File: config.mk
export PLATFORM = sky130hd
export DESIGN_NAME = mem_access_unit
export DESIGN_NICKNAME = d
export VERILOG_FILES = /design/src/rtl/mem_access_unit.sv
export SDC_FILE = /design/constraint.sdc
export NUM_CORES = 1
export LEC_CHECK = 0
export CAP_MARGIN = 25
export CORE_UTILIZATION = 30
export DETAILED_ROUTE_END_ITERATION = 10
export PLACE_DENSITY = 0.7
export SYNTH_ARGS = -nofsm -noshare
export SYNTH_HDL_FRONTEND = slang
export SYNTH_SLANG_ARGS = --single-unit
File: constraint.sdc
create_clock -name clk -period 2.7 [get_ports clk]
set_clock_uncertainty 0.2 [all_clocks]
set_input_delay 0.54 -clock clk [delete_from_list [all_inputs] [get_ports clk]]
set_output_delay 0.54 -clock clk [all_outputs]
set_load 0.01 [all_outputs]
File: src/rtl/mem_access_unit.sv
// mem_access_unit: MEM-stage load/store FSM driving a split addr_ok/data_ok bus, with stall, extend, strobes and errors
module mem_access_unit #(
  parameter int WAIT_LIMIT = 255
) (
  input  logic        clk,
  input  logic        rst,
  input  logic        start,
  input  logic        mem_read,
  input  logic        mem_write,
  input  logic [1:0]  mem_size,
  input  logic        mem_unsigned,
  input  logic [31:0] addr,
  input  logic [31:0] wdata,
  output logic        stall,
  output logic        done,
  output logic [31:0] ld_data,
  output logic        addr_err,
  output logic        bus_err,
  output logic        data_req,
  output logic        data_wr,
  output logic [1:0]  data_size,
  output logic [31:0] data_addr,
  output logic [31:0] data_wdata,
  output logic [3:0]  data_wstrb,
  input  logic        data_addr_ok,
  input  logic        data_data_ok,
  input  logic [31:0] data_rdata
);
  typedef enum logic [2:0] {S_IDLE, S_REQ, S_WAIT, S_DONE, S_ERR, S_BERR} state_t;
  state_t      state_q, state_d;
  logic [31:0] addr_q, addr_d, wdata_q, wdata_d, ld_q, ld_d;
  logic [1:0]  size_q, size_d;
  logic        uns_q, uns_d, wr_q, wr_d;
  logic [7:0]  cnt_q, cnt_d;
  logic        go, mis, cap;
  logic [7:0]  lb;
  logic [15:0] lh;
  logic [31:0] ext;
  always_comb begin
    go  = start & (mem_read | mem_write);
    mis = (mem_size == 2'b01 & addr[0]) | (mem_size[1] & |addr[1:0]);
    lb  = data_rdata[{addr_q[1:0], 3'b000} +: 8];
    lh  = addr_q[1] ? data_rdata[31:16] : data_rdata[15:0];
    ext = size_q == 2'b00 ? {{24{lb[7] & ~uns_q}}, lb} :
          size_q == 2'b01 ? {{16{lh[15] & ~uns_q}}, lh} : data_rdata;
    cap = (state_q == S_REQ & data_addr_ok & data_data_ok) | (state_q == S_WAIT & data_data_ok);
    state_d = state_q;
    addr_d  = addr_q;
    wdata_d = wdata_q;
    size_d  = size_q;
    uns_d   = uns_q;
    wr_d    = wr_q;
    cnt_d   = cnt_q;
    ld_d    = cap & ~wr_q ? ext : ld_q;
    case (state_q)
      S_IDLE: if (go) begin
        state_d = mis ? S_ERR : S_REQ;
        if (!mis) begin
          addr_d  = addr;
          wdata_d = wdata;
          size_d  = mem_size;
          uns_d   = mem_unsigned;
          wr_d    = mem_write;
        end
      end
      S_REQ: begin
        state_d = !data_addr_ok ? S_REQ : data_data_ok ? S_DONE : S_WAIT;
        cnt_d   = 8'd0;
      end
      S_WAIT: begin
        state_d = data_data_ok ? S_DONE : cnt_q == 8'(WAIT_LIMIT - 1) ? S_BERR : S_WAIT;
        cnt_d   = cnt_q + 8'd1;
      end
      default: state_d = S_IDLE;
    endcase
  end
  always_ff @(posedge clk) begin
    if (rst) begin
      state_q <= S_IDLE;
      addr_q  <= '0;
      wdata_q <= '0;
      size_q  <= '0;
      uns_q   <= 1'b0;
      wr_q    <= 1'b0;
      cnt_q   <= '0;
      ld_q    <= '0;
    end else begin
      state_q <= state_d;
      addr_q  <= addr_d;
      wdata_q <= wdata_d;
      size_q  <= size_d;
      uns_q   <= uns_d;
      wr_q    <= wr_d;
      cnt_q   <= cnt_d;
      ld_q    <= ld_d;
    end
  end
  assign stall      = (state_q == S_IDLE & go & ~mis) | state_q == S_REQ | state_q == S_WAIT;
  assign done       = state_q == S_DONE;
  assign addr_err   = state_q == S_ERR;
  assign bus_err    = state_q == S_BERR;
  assign data_req   = state_q == S_REQ;
  assign ld_data    = ld_q;
  assign data_wr    = wr_q;
  assign data_size  = size_q;
  assign data_addr  = addr_q;
  assign data_wdata = size_q == 2'b00 ? {4{wdata_q[7:0]}} :
                      size_q == 2'b01 ? {2{wdata_q[15:0]}} : wdata_q;
  assign data_wstrb = ~wr_q ? 4'b0000 :
                      size_q == 2'b00 ? 4'b0001 << addr_q[1:0] :
                      size_q == 2'b01 ? 4'b0011 << {addr_q[1], 1'b0} : 4'b1111;
endmodule

==> results of run 1 <==
-- stage by stage --
stage	setup slack (ns)	setup TNS, ns	util
2_1_floorplan	0.381	0	-
3_3_place_gp	-0.327	-1.94	0.452
3_5_place_dp	-0.285	-0.669	0.452
4_1_cts	0.0170	0	0.469
5_1_grt	0.00199	0	0.470
6_report	0.0781	0	0.470
-- critical path, stage by stage (launching register included) --
cell and delay, ns:
dfxtp_1 0.42, or3b_4 0.47, inv_2 0.09, clkdlybuf4s50_1 0.53
-- power by group --
group / internal (W) / total [W] / switching [W]
sequential: 0.00172 / 0.00178 / 0.0000574
clock: 0.000656 / 0.00131 / 0.000651
combinational: 0.000451 / 0.000823 / 0.000372
total: 0.00283 / 0.00391 / 0.00108
-- cell families (layout without fill, tap and decap cells) --
kind of cell | after synthesis | in the layout | share of synthesized area
buffers and inverters | 65 | 260 | 0.0599
muxes | 33 | 33 | 0.0909
adders and majority gates | 2 | 2 | 0.00491
DFF | 111 | 111 | 0.436
and+or+nand+nor | 253 | 253 | 0.211
AOI/OAI and AO/OA | 175 | 175 | 0.197
-- repair_timing --
| item | in CTS | in global routing |
|---|---|---|
| gates resized for setup | 3 | 6 |
| buffers inserted | 0 | 0 |
| endpoints found under the setup margin | 1 | 9 |
| pin swaps | 1 | 0 |
| gates cloned | 0 | 0 |
-- flip-flops by register name, summed over array words and instances (netlist names) --
signal,count
data_addr,32
ld_data,32
wdata_q,32
cnt_q,8
state_q,3
data_size,2
data_wr,1
uns_q,1
-- layout make-up --
type,count,area share
sequential,111,0.285
clock inverter,6,0.00561
tap,220,0.0353
timing repair buffer,238,0.308
multi-input combinational,463,0.333
inverter,6,0.00289
clock buffer,10,0.0306
-- layout by cell type (no fill, tap or decap), types with 4 or more instances in the layout --
cell             instances
inv_1                    5
dfxtp_1                110
buf_12                   6
buf_4                   17
nor2_1                  25
clkbuf_16                9
a31oi_1                  8
mux2_2                  16
clkdlybuf4s50_1        208
nand2_1                190
mux4_2                   9
o221a_2                  8
mux2i_1                  8
a21oi_1                107
or4_1                    4
or3_1                    8
o21ai_0                 37
nand3_1                  4
-- path summary, 6_finish.rpt --
path / to / slack [ns] / depth (start not counted)
max: data_req / 0.08 / 3
min: data_addr[2] / 0.25 / 2
max reg2reg: ld_data[11] / 0.53 / 5
min reg2reg: data_addr[2] / 0.25 / 2
-- routing by layer --
layer,vias to the layer above,share of wire,global-route usage
met4,0,0.022,0.0607
met3,18,0.094,0.0761
met1,2431,0.42,0.240
met2,215,0.46,0.321
met5,-,0,0
li1,2570,-,-
==> flow_metrics.tcl, run 1 <==
set metrics [dict create \
    outcome "finished clean" \
    ys_ff_latch 111 \
    period_share 0.971 \
    yosys_warnings 0 \
    yosysSeqAreaShare 0.436 \
    via_count 5234 \
    clock_sinks 111 \
    drt_iter0_drc 225 \
    synth_nets 747 \
    synth_top_area_cell "dfxtp_1" \
    ir_drop_uv 337 \
    first_pass_iters 4 \
    rows 47 \
    hp-class "flop to flop" \
    wl_per_cell_um 16.1 \
    p_total_w 0.00391 \
    fin_area_um2 7800 \
    grt_usage 0.198 \
    hpwl_um 11800 \
    yosysMostFrequentCell "nand2_1" \
    leakagePower_nw 2.77 \
    arrival_ns 1.88 \
    antenna_found_initial 0 \
    grt_setup_unrepaired "no" \
    synth_top_flop_cell "dfxtp_1" \
    start_util 0.307 \
    crit_required_ns 1.96 \
    worstSetupPathType "flop to output port" \
    clk_latency_ns 0.36 \
    nets 937 \
    ff_latch_area_um2 2220 \
    maxCapViolCount 0 \
    place_inst 1038 \
    synthTopCellsByCount "nand2_1, dfxtp_1, a21oi_1" \
    port-buffer-count 213 \
    worst_setup_path_start_kind "flop" \
    pin_count 214 \
    clk_pin_slew_ns 0.08 \
    grt_pass1_wl_um 27300 \
    ant_nets 0 \
    period_minus_slack_ns 2.62 \
    max_freq_mhz 381 \
    whs_ns 0.255 \
    routed_wl_um 17000 \
    ctsHoldBuffers 0 \
    cts_buffers 9 \
    synth_area_leaders "dfxtp_1, nand2_1, a21oi_1" \
    synth_enable_flop_cells 0 \
    synth_cell_types 42 \
    slew_viol_final 0 \
    cts-root-buf "clkbuf_16" \
    end_kind "output port" \
    hold_violations 0 \
    final-setup-viol-count 0 \
    synth_top_area_frac 0.436 \
    core_region_area_um2 16600 \
    layout.cells.non_filler 1054 \
    gp_congestion 0.853 \
    cts_buffer_depth 2 \
    drive_gt1_frac 0.102 \
    grt_max_degree 69 \
    n_antenna_cell 0 \
    route.detailed.drc 0 \
    nFillCells 1619 \
    h-tree-depth 3 \
    overflow 0 \
    die_area_um2 17500 \
    grt_pass1_vias 4982 \
    synth.avg_cell_area_um2 7.97 \
    tightest_slew_ns 0.766 \
    die_x_um 132 \
    synth_area_um2 5090 \
    syn_to_final_growth_pct 53.1 \
    dpl_cell_area_um2 7500 \
    dieHeight_um 132 \
    min_from "data_addr[2]" \
    reg2reg_from "data_addr[1]" \
    cts_tree "yes" \
    synthArstFlopShare 0 \
    vias_per_cell 4.97 \
    multiInputGateArea_um2 2590 \
    critPathLaunch "state_q[2]" \
    power_density_nw_per_um2 501 \
    synth_cells 639 \
    slew-limit-headroom 0.489 \
    crit_fanout 10 \
]
Power figures use the tool's default switching activity.
==> inputs of run 2 (changes only) <==
--- a/config.mk
+++ b/config.mk
@@ -6,6 +6,7 @@
 export NUM_CORES = 1
 export LEC_CHECK = 0
 export CAP_MARGIN = 25
+export CORE_MARGIN = 1
 export CORE_UTILIZATION = 30
 export DETAILED_ROUTE_END_ITERATION = 10
 export PLACE_DENSITY = 0.7
==> results of run 2 <==
No change in the layout: final DEF, timing and power equal those of run 1.
==> inputs of run 3 (changes only) <==
--- a/config.mk
+++ b/config.mk
@@ -5,6 +5,7 @@
 export SDC_FILE = /design/constraint.sdc
 export NUM_CORES = 1
 export LEC_CHECK = 0
+export ABC_CLOCK_PERIOD_IN_PS = 2700
 export CAP_MARGIN = 25
 export CORE_MARGIN = 1
 export CORE_UTILIZATION = 30
==> results of run 3 <==
No change in the layout: final DEF, timing and power equal those of run 1.
